[config.mk]
export PLATFORM = sky130hd
export DESIGN_NAME = spi_slave_sync_flat
export DESIGN_NICKNAME = d
export VERILOG_FILES = /design/src/rtl/spi_slave_sync_if.sv /design/src/rtl/spi_slave_sync.sv /design/src/flat_wrapper.sv
export SDC_FILE = /design/constraint.sdc
export NUM_CORES = 1
export LEC_CHECK = 0
export BUFFER_PORTS_ARGS = -buffer_cell sky130_fd_sc_hd__buf_2
export CAP_MARGIN = 5
export CORE_ASPECT_RATIO = 1.5
export CORE_UTILIZATION = 40
export DETAILED_ROUTE_END_ITERATION = 7
export PLACE_DENSITY = 0.59
export SKIP_CTS_REPAIR_TIMING = 1
export SLEW_MARGIN = 10
export SYNTH_ARGS = -nofsm -noshare
export SYNTH_HDL_FRONTEND = slang
export SYNTH_SLANG_ARGS = --single-unit
[constraint.sdc]
create_clock -name clk -period 4.7 [get_ports clk]
set_input_delay 0.94 -clock clk [delete_from_list [all_inputs] [get_ports clk]]
set_output_delay 0.94 -clock clk [all_outputs]
set_load 0.01 [all_outputs]
[src/rtl/spi_slave_sync_if.sv]
// Stream-side interface of spi_slave_sync.
//   slave  : the SPI slave (consumes TX words, produces RX command words and status pulses)
//   master : the client (trace packet source / command consumer)
// Signals:
//   tx_data/tx_valid/tx_ready : next word to transmit, valid/ready handshake
//   rx_data/rx_valid          : last received command word, 1-clk update pulse
//   tx_underrun               : 1-clk pulse, a TX word slot started with nothing held
//   frame_abort               : 1-clk pulse, frame ended before the command word completed
interface spi_slave_sync_if #(
    parameter int RX_BITS = 32,
    parameter int TX_BITS = 128
);
    logic [TX_BITS-1:0] tx_data;
    logic               tx_valid;
    logic               tx_ready;
    logic [RX_BITS-1:0] rx_data;
    logic               rx_valid;
    logic               tx_underrun;
    logic               frame_abort;

    modport slave (
        input  tx_data, tx_valid,
        output tx_ready, rx_data, rx_valid, tx_underrun, frame_abort
    );

    modport master (
        output tx_data, tx_valid,
        input  tx_ready, rx_data, rx_valid, tx_underrun, frame_abort
    );
endinterface

[src/rtl/spi_slave_sync.sv]
// Mode-selectable SPI slave running entirely in the clk domain.
// Cs/DClk/Rx are synchronised and edge-detected; each frame receives one RX_BITS
// command word, then streams TX_BITS words out on Tx until Cs rises.
// Ports:
//   clk, rst     : system clock, asynchronous active-low reset
//   Cs, DClk, Rx : SPI pins from the host (Cs active low)
//   Tx           : SPI data to the host
//   bus          : stream handshake interface (slave modport)
module spi_slave_sync #(
    parameter int RX_BITS     = 32,
    parameter int TX_BITS     = 128,
    parameter bit CPOL        = 1'b0,
    parameter bit CPHA        = 1'b0,
    parameter int SYNC_STAGES = 2,
    parameter bit FILL        = 1'b1
) (
    input  logic            clk,
    input  logic            rst,
    input  logic            Cs,
    input  logic            DClk,
    input  logic            Rx,
    output logic            Tx,
    spi_slave_sync_if.slave bus
);
    localparam int RXW = $clog2(RX_BITS + 1);
    localparam int TXW = $clog2(TX_BITS + 1);

    typedef enum logic [1:0] {S_IDLE, S_RX, S_TX} state_e;

    logic [SYNC_STAGES-1:0] cs_sync_q, cs_sync_d;
    logic [SYNC_STAGES-1:0] dclk_sync_q, dclk_sync_d;
    logic [SYNC_STAGES-1:0] rx_sync_q, rx_sync_d;
    logic                   cs_dly_q, cs_dly_d;
    logic                   dclk_dly_q, dclk_dly_d;

    state_e                 state_q, state_d;
    logic [RXW-1:0]         rxcnt_q, rxcnt_d;
    logic [TXW-1:0]         txcnt_q, txcnt_d;
    logic [RX_BITS-1:0]     rx_shift_q, rx_shift_d;
    logic [TX_BITS-1:0]     tx_shift_q, tx_shift_d;
    logic [RX_BITS-1:0]     rx_data_q, rx_data_d;
    logic                   rx_valid_q, rx_valid_d;
    logic                   underrun_q, underrun_d;
    logic                   abort_q, abort_d;
    logic [TX_BITS-1:0]     hold_q, hold_d;
    logic                   hold_full_q, hold_full_d;

    logic cs_s, dclk_s, rx_s;
    logic cs_fall, lead_edge, trail_edge, sample_edge, shift_edge;
    logic accept, load_hold;

    always_comb begin
        cs_sync_d   = {cs_sync_q[SYNC_STAGES-2:0], Cs};
        dclk_sync_d = {dclk_sync_q[SYNC_STAGES-2:0], DClk};
        rx_sync_d   = {rx_sync_q[SYNC_STAGES-2:0], Rx};
        cs_s        = cs_sync_q[SYNC_STAGES-1];
        dclk_s      = dclk_sync_q[SYNC_STAGES-1];
        rx_s        = rx_sync_q[SYNC_STAGES-1];
        cs_dly_d    = cs_s;
        dclk_dly_d  = dclk_s;
        cs_fall     = cs_dly_q & ~cs_s;
        // Leading edge leaves the idle level, trailing edge returns to it.
        lead_edge   = (dclk_s != dclk_dly_q) && (dclk_dly_q == CPOL);
        trail_edge  = (dclk_s != dclk_dly_q) && (dclk_dly_q != CPOL);
        sample_edge = CPHA ? trail_edge : lead_edge;
        shift_edge  = CPHA ? lead_edge : trail_edge;
    end

    always_comb begin
        state_d    = state_q;
        rxcnt_d    = rxcnt_q;
        txcnt_d    = txcnt_q;
        rx_shift_d = rx_shift_q;
        tx_shift_d = tx_shift_q;
        rx_data_d  = rx_data_q;
        rx_valid_d = 1'b0;
        underrun_d = 1'b0;
        abort_d    = 1'b0;
        load_hold  = 1'b0;
        case (state_q)
            S_IDLE: begin
                tx_shift_d = '1;
                if (cs_fall) begin
                    state_d    = S_RX;
                    rxcnt_d    = '0;
                    txcnt_d    = '0;
                    rx_shift_d = '0;
                end
            end
            S_RX: begin
                tx_shift_d = '1;
                if (cs_s) begin
                    // Any Cs rise in RX is a short frame: either some bits
                    // arrived, or none did after Cs fell.
                    state_d    = S_IDLE;
                    abort_d    = 1'b1;
                    rxcnt_d    = '0;
                    rx_shift_d = '0;
                end else if (sample_edge) begin
                    rx_shift_d = {rx_shift_q[RX_BITS-2:0], rx_s};
                    rxcnt_d    = rxcnt_q + RXW'(1);
                    if (rxcnt_q == RXW'(RX_BITS - 1)) begin
                        rx_data_d  = rx_shift_d;
                        rx_valid_d = 1'b1;
                        state_d    = S_TX;
                    end
                end
            end
            S_TX: begin
                if (cs_s) begin
                    state_d    = S_IDLE;
                    rxcnt_d    = '0;
                    txcnt_d    = '0;
                    rx_shift_d = '0;
                    tx_shift_d = '1;
                end else if (shift_edge) begin
                    // Count 0 (first word) or TX_BITS (word done) starts a new slot.
                    if (txcnt_q == '0 || txcnt_q == TXW'(TX_BITS)) begin
                        txcnt_d = TXW'(1);
                        if (hold_full_q) begin
                            tx_shift_d = hold_q;
                            load_hold  = 1'b1;
                        end else begin
                            tx_shift_d = {TX_BITS{FILL}};
                            underrun_d = 1'b1;
                        end
                    end else begin
                        txcnt_d    = txcnt_q + TXW'(1);
                        tx_shift_d = {tx_shift_q[TX_BITS-2:0], 1'b1};
                    end
                end
            end
            default: state_d = S_IDLE;
        endcase
    end

    // Accept only when empty and load only when full, so a word accepted in the
    // load clk always becomes the next word.
    always_comb begin
        accept      = bus.tx_valid & ~hold_full_q;
        hold_d      = accept ? bus.tx_data : hold_q;
        hold_full_d = accept | (hold_full_q & ~load_hold);
    end

    always_ff @(posedge clk or negedge rst) begin
        if (!rst) begin
            cs_sync_q   <= '1;
            dclk_sync_q <= {SYNC_STAGES{CPOL}};
            rx_sync_q   <= '0;
            cs_dly_q    <= 1'b1;
            dclk_dly_q  <= CPOL;
            state_q     <= S_IDLE;
            rxcnt_q     <= '0;
            txcnt_q     <= '0;
            rx_shift_q  <= '0;
            tx_shift_q  <= '1;
            rx_data_q   <= '0;
            rx_valid_q  <= 1'b0;
            underrun_q  <= 1'b0;
            abort_q     <= 1'b0;
            hold_q      <= '0;
            hold_full_q <= 1'b0;
        end else begin
            cs_sync_q   <= cs_sync_d;
            dclk_sync_q <= dclk_sync_d;
            rx_sync_q   <= rx_sync_d;
            cs_dly_q    <= cs_dly_d;
            dclk_dly_q  <= dclk_dly_d;
            state_q     <= state_d;
            rxcnt_q     <= rxcnt_d;
            txcnt_q     <= txcnt_d;
            rx_shift_q  <= rx_shift_d;
            tx_shift_q  <= tx_shift_d;
            rx_data_q   <= rx_data_d;
            rx_valid_q  <= rx_valid_d;
            underrun_q  <= underrun_d;
            abort_q     <= abort_d;
            hold_q      <= hold_d;
            hold_full_q <= hold_full_d;
        end
    end

    // Tx is the registered MSB of the shifter; it is all-ones outside TX words.
    assign Tx              = tx_shift_q[TX_BITS-1];
    assign bus.tx_ready    = ~hold_full_q;
    assign bus.rx_data     = rx_data_q;
    assign bus.rx_valid    = rx_valid_q;
    assign bus.tx_underrun = underrun_q;
    assign bus.frame_abort = abort_q;
endmodule

[src/flat_wrapper.sv]
// flat-port wrapper written by rule: the top's interface ports become plain ports
module spi_slave_sync_flat 
#(
    parameter int RX_BITS     = 32,
    parameter int TX_BITS     = 128,
    parameter bit CPOL        = 1'b0,
    parameter bit CPHA        = 1'b0,
    parameter int SYNC_STAGES = 2,
    parameter bit FILL        = 1'b1
)
  (clk, rst, Cs, DClk, Rx, Tx, bus_tx_data, bus_tx_valid, bus_tx_ready, bus_rx_data, bus_rx_valid, bus_tx_underrun, bus_frame_abort);
  spi_slave_sync_if #(.RX_BITS(RX_BITS), .TX_BITS(TX_BITS)) bus_i ();
  input  logic clk;
  input  logic rst;
  input  logic Cs;
  input  logic DClk;
  input  logic Rx;
  output logic Tx;
  input wire logic [$bits(bus_i.tx_data)-1:0] bus_tx_data;
  input wire logic [$bits(bus_i.tx_valid)-1:0] bus_tx_valid;
  output wire logic [$bits(bus_i.tx_ready)-1:0] bus_tx_ready;
  output wire logic [$bits(bus_i.rx_data)-1:0] bus_rx_data;
  output wire logic [$bits(bus_i.rx_valid)-1:0] bus_rx_valid;
  output wire logic [$bits(bus_i.tx_underrun)-1:0] bus_tx_underrun;
  output wire logic [$bits(bus_i.frame_abort)-1:0] bus_frame_abort;
  assign bus_i.tx_data = bus_tx_data;
  assign bus_i.tx_valid = bus_tx_valid;
  assign bus_tx_ready = bus_i.tx_ready;
  assign bus_rx_data = bus_i.rx_data;
  assign bus_rx_valid = bus_i.rx_valid;
  assign bus_tx_underrun = bus_i.tx_underrun;
  assign bus_frame_abort = bus_i.frame_abort;
  spi_slave_sync #(.RX_BITS(RX_BITS), .TX_BITS(TX_BITS), .CPOL(CPOL), .CPHA(CPHA), .SYNC_STAGES(SYNC_STAGES), .FILL(FILL)) u_core (.clk(clk), .rst(rst), .Cs(Cs), .DClk(DClk), .Rx(Rx), .Tx(Tx), .bus(bus_i));
endmodule
==> run_summary.xml <==
<?xml version="1.0" encoding="UTF-8"?>
<metrics>
  <group name="run_status">
    <metric name="run_status" unit="">finished clean</metric>
  </group>
  <group name="logic_synthesis">
    <metric name="postSynthRegisterBits" unit="">346</metric>
    <metric name="synth.top_cells.by_area" unit="">dfrtp_1, dfstp_2, mux2_2</metric>
    <metric name="synth_largest_type_area_fraction" unit="%">35.64</metric>
    <metric name="postSynthCellCount" unit="">1098</metric>
    <metric name="synth.lib_cells_used.distinct" unit="">43</metric>
    <metric name="synth_top_flop_cell" unit="">dfrtp_1</metric>
    <metric name="netlist_area" unit="um^2">15090</metric>
    <metric name="synth_xor_xnor_area_share" unit="%">0</metric>
    <metric name="post-synth-top-area-cell" unit="">dfrtp_1</metric>
    <metric name="dominant_combinational_cell_family_by_area_after_synthesis" unit="">multiplexers</metric>
    <metric name="yosys_synthesis_warning_count" unit="">0</metric>
    <metric name="syn_avg_cell_area" unit="um^2">13.75</metric>
    <metric name="synth_edf_count" unit="">0</metric>
    <metric name="synth_compound_area_share" unit="%">10.43</metric>
    <metric name="seq_area_frac_synth" unit="%">58.45</metric>
    <metric name="muxShareOfSynthArea" unit="%">20.49</metric>
    <metric name="yosys.area_share.adder" unit="%">0.2487</metric>
    <metric name="synth_async_sr_flop_share" unit="%">100.0</metric>
    <metric name="synth_nets" unit="">1235</metric>
    <metric name="synthSimpleGateAreaFrac" unit="%">7.319</metric>
  </group>
  <group name="cts">
    <metric name="clockBufferDepth" unit="">3</metric>
    <metric name="clock_sink_count" unit="">346</metric>
    <metric name="cts_tree" unit="">yes</metric>
    <metric name="cts-htree-levels" unit="">2</metric>
    <metric name="tritoncts.num_buffers" unit="">36</metric>
    <metric name="clkLatencyLatePin" unit="ps">530</metric>
    <metric name="cts_root_buffer" unit="">clkbuf_16</metric>
    <metric name="reg_clk_slew_reported_paths" unit="ps">60</metric>
  </group>
  <group name="finish">
    <metric name="design_area" unit="um^2">17600</metric>
    <metric name="final.fill_count" unit="">3328</metric>
    <metric name="layout_area_overhead" unit="%">16.59</metric>
    <metric name="regArea" unit="um^2">8826</metric>
    <metric name="finish.net_count" unit="">1371</metric>
    <metric name="utilization" unit="%">47.68</metric>
    <metric name="antenna_diodes" unit="">0</metric>
    <metric name="area_taken_by_multi_input_logic_gates" unit="um^2">5841</metric>
    <metric name="layout-drive-gt1-share" unit="%">43.14</metric>
  </group>
  <group name="grt">
    <metric name="grt_overflow" unit="">0</metric>
    <metric name="gr-usage-all-layers" unit="%">16.13</metric>
    <metric name="grt_first_pass_wirelength" unit="um">50150</metric>
    <metric name="first_global_vias" unit="">9676</metric>
    <metric name="largest_net_degree_at_the_start_of_global_routing" unit="">136</metric>
    <metric name="antenna_found_initial" unit="">2</metric>
  </group>
  <group name="setup_path">
    <metric name="critPathRequiredTime" unit="ps">3760</metric>
    <metric name="path_cells" unit="">inv_1 -&gt; buf_2</metric>
    <metric name="worst-path-buf-inv" unit="">2</metric>
    <metric name="cp_slowest_cell" unit="">dfrtp_4</metric>
    <metric name="worst_setup_path_start_kind" unit="">flop</metric>
    <metric name="arrival" unit="ps">1660</metric>
    <metric name="critPathKind" unit="">reg -&gt; out</metric>
    <metric name="critical_path.top_delay_family" unit="">flip-flops</metric>
    <metric name="cp-end-kind" unit="">output port</metric>
    <metric name="critical_path_peak_fanout" unit="">53</metric>
    <metric name="critical_path.max_stage_delay" unit="ps">840</metric>
  </group>
  <group name="pwr">
    <metric name="p_per_area" unit="nW/um^2">440.1</metric>
    <metric name="vdd_ir_drop_max" unit="V">0.0003199</metric>
    <metric name="p_leak" unit="uW">0.007230</metric>
  </group>
  <group name="drt">
    <metric name="viasPerCell" unit="">5.215</metric>
    <metric name="drt_wl_total" unit="um">30540</metric>
    <metric name="drc" unit="">0</metric>
    <metric name="drt_first_pass_iters" unit="">4</metric>
    <metric name="vias" unit="">9100</metric>
    <metric name="detailedRoute.firstIterationViolations" unit="">539</metric>
    <metric name="post_drt_wl_per_cell" unit="um">17.50</metric>
    <metric name="route.antenna.remaining_nets" unit="">0</metric>
  </group>
  <group name="placed_design">
    <metric name="dpl-instance-area" unit="um^2">16350</metric>
    <metric name="detailedPlace.worstSlack" unit="ps">2111</metric>
    <metric name="place_hpwl" unit="um">17850</metric>
    <metric name="gp_routability_congestion" unit="">0.6958</metric>
    <metric name="io_buffer_count" unit="">170</metric>
  </group>
  <group name="timing">
    <metric name="timing.max_slew.rel_slack" unit="%">23.33</metric>
    <metric name="timing.hold.ws" unit="ps">363.1</metric>
    <metric name="fin_setup_tns" unit="ps">0</metric>
    <metric name="rsz0062_at_grt" unit="">no</metric>
    <metric name="fin_ws" unit="ps">2101</metric>
    <metric name="fin_worst_skew" unit="ps">17.20</metric>
    <metric name="tightest_slew" unit="ps">1146</metric>
    <metric name="final.min_clock_period" unit="ps">2599</metric>
    <metric name="hold_viol" unit="">0</metric>
    <metric name="timing.final.setup_violations" unit="">0</metric>
    <metric name="timing.final.crit_share" unit="%">55.29</metric>
    <metric name="final-max-slew-violation-count" unit="">0</metric>
    <metric name="max_clock_freq" unit="MHz">384.8</metric>
  </group>
  <group name="floorplanning">
    <metric name="top_level_ports" unit="">171</metric>
    <metric name="placeableCoreArea" unit="um^2">36910</metric>
    <metric name="floorplan.rows" unit="">86</metric>
    <metric name="overall_die_area" unit="um^2">38530</metric>
    <metric name="dieWidth" unit="um">160.6</metric>
    <metric name="fp.dieH" unit="um">239.9</metric>
    <metric name="start_util" unit="%">40.90</metric>
  </group>
  <group name="job">
    <metric name="max_cap_viol_count" unit="">0</metric>
  </group>
  <group name="worst_hold_path">
    <metric name="worstHoldPathType" unit="">reg -&gt; reg</metric>
  </group>
</metrics>
layout by cell type, fill, tap and decap left out, types with 2 or more instances in the layout:
cell type     n
buf_4         9
dfstp_2     131
a2bb2oi_1   127
o21ai_0       6
and3b_1       2
inv_6         2
dfrtp_1     214
buf_2       169
nand2_1       9
clkinv_2      4
inv_1         8
nor2_1        6
clkbuf_16    37
buf_12        6
a22o_1       31
nor3_1        2
clkbuf_1      6
a21oi_1       5
and3_1        4
mux2_2      160
nand3_1       6
nor2b_1       2
ha_1          3
clkinvlp_4    3
a41oi_1       3
mux2i_1     129
a31oi_1       7
nand2b_1    134
clkbuf_8      8
bufinv_16     4
o22ai_1       2
layout make-up:
cell class / instances / share of cell area [%]
clock buffer: 51 / 6.015
clock inverter: 14 / 1.074
inverter: 8 / 0.1706
multi-input combinational: 657 / 33.19
sequential: 346 / 50.15
tap: 484 / 3.441
timing repair buffer: 185 / 5.958
cells by family (layout without fill, tap and decap cells):
| logic type | after synthesis | count (layout) |
|---|---|---|
| adder cells (fa/ha/maj) | 3 | 3 |
| AND/OR/NAND/NOR | 177 | 177 |
| multiplexers | 289 | 289 |
| flip-flops | 346 | 346 |
| AO/OA/AOI/OAI | 188 | 188 |
| buffers and inverters | 95 | 258 |
worst reg2reg max path, delay by kind of cell, from the launching register on:
kind / cells / cell delay (ps)
DFF: 1 / 580
buffers and inverters: 1 / 470
AOI/OAI and AO/OA: 1 / 330
and+or+nand+nor: 3 / 1110
flip-flops by register name, summed over array words and instances, names as in the netlist:
name,flops
u_core.hold_full_q,1
u_core.state_q,2
u_core.txcnt_q,7
u_core.tx_shift_q,128
u_core.cs_sync_q,2
u_core.bus.frame_abort,1
u_core.bus.tx_underrun,1
u_core.cs_dly_q,1
u_core.bus.rx_valid,1
u_core.dclk_dly_q,1
u_core.bus.rx_data,32
u_core.hold_q,128
u_core.rx_sync_q,2
u_core.rx_shift_q,31
u_core.rxcnt_q,6
u_core.dclk_sync_q,2
through the flow:
step | power [uW] | instances
after floorplan | 4522 | 1098
after global placement | 4825 | 1680
after detailed placement | 4859 | 1680
after CTS | 7890 | 1745
after global routing | 8173 | 1745
final | 7745 | 1745
cells in the mapped netlist (7+ instances only):
master,n
a31oi_1,7
inv_1,8
o21ai_0,7
mux2i_1,129
nand2_1,9
nand2b_1,134
buf_2,40
clkbuf_1,28
dfrtp_1,215
a2bb2oi_1,127
mux2_2,160
a22o_1,31
buf_4,13
dfstp_2,131
metal layers:
metal | global-route usage (%) | share of wire (%) | routed length, um | up-vias
met5 | 0 | 0.088 | 27 | -
met1 | 19.97 | 44 | 13510 | 4673
met4 | 5.137 | 1.9 | 566 | 4
met3 | 2.605 | 3.0 | 929 | 36
li1 | - | - | - | 4245
met2 | 28.60 | 51 | 15510 | 142
final timing paths:
| path | start | slack (ps) | cells after the start | endpoint |
|---|---|---|---|---|
| worst max-delay path | u_core.hold_full_q$_DFF_PN0_ | 2100 | 2 | bus_tx_ready |
| worst min-delay path | u_core.dclk_sync_q[0]$_DFF_PN0_ | 360 | 0 | u_core.dclk_sync_q[1]$_DFF_PN0_ |
| worst max register to register | u_core.state_q[1]$_DFFE_PN0P_ | 2140 | 5 | u_core.tx_shift_q[0]$_DFFE_PN1P_ |
| worst min register to register | u_core.dclk_sync_q[0]$_DFF_PN0_ | 360 | 0 | u_core.dclk_sync_q[1]$_DFF_PN0_ |
| max in group asynchronous | rst | 3160 | 2 | u_core.bus.rx_data[4]$_DFFE_PN0P_ |
| min in group asynchronous | rst | 500 | 1 | u_core.hold_q[89]$_DFFE_PN0P_ |
power by group:
part | total (uW) | internal, uW | switching [uW]
combinational | 1150 | 701 | 447
clock | 2970 | 1800 | 1170
sequential | 3630 | 3420 | 210
Power figures use the tool's default switching activity.
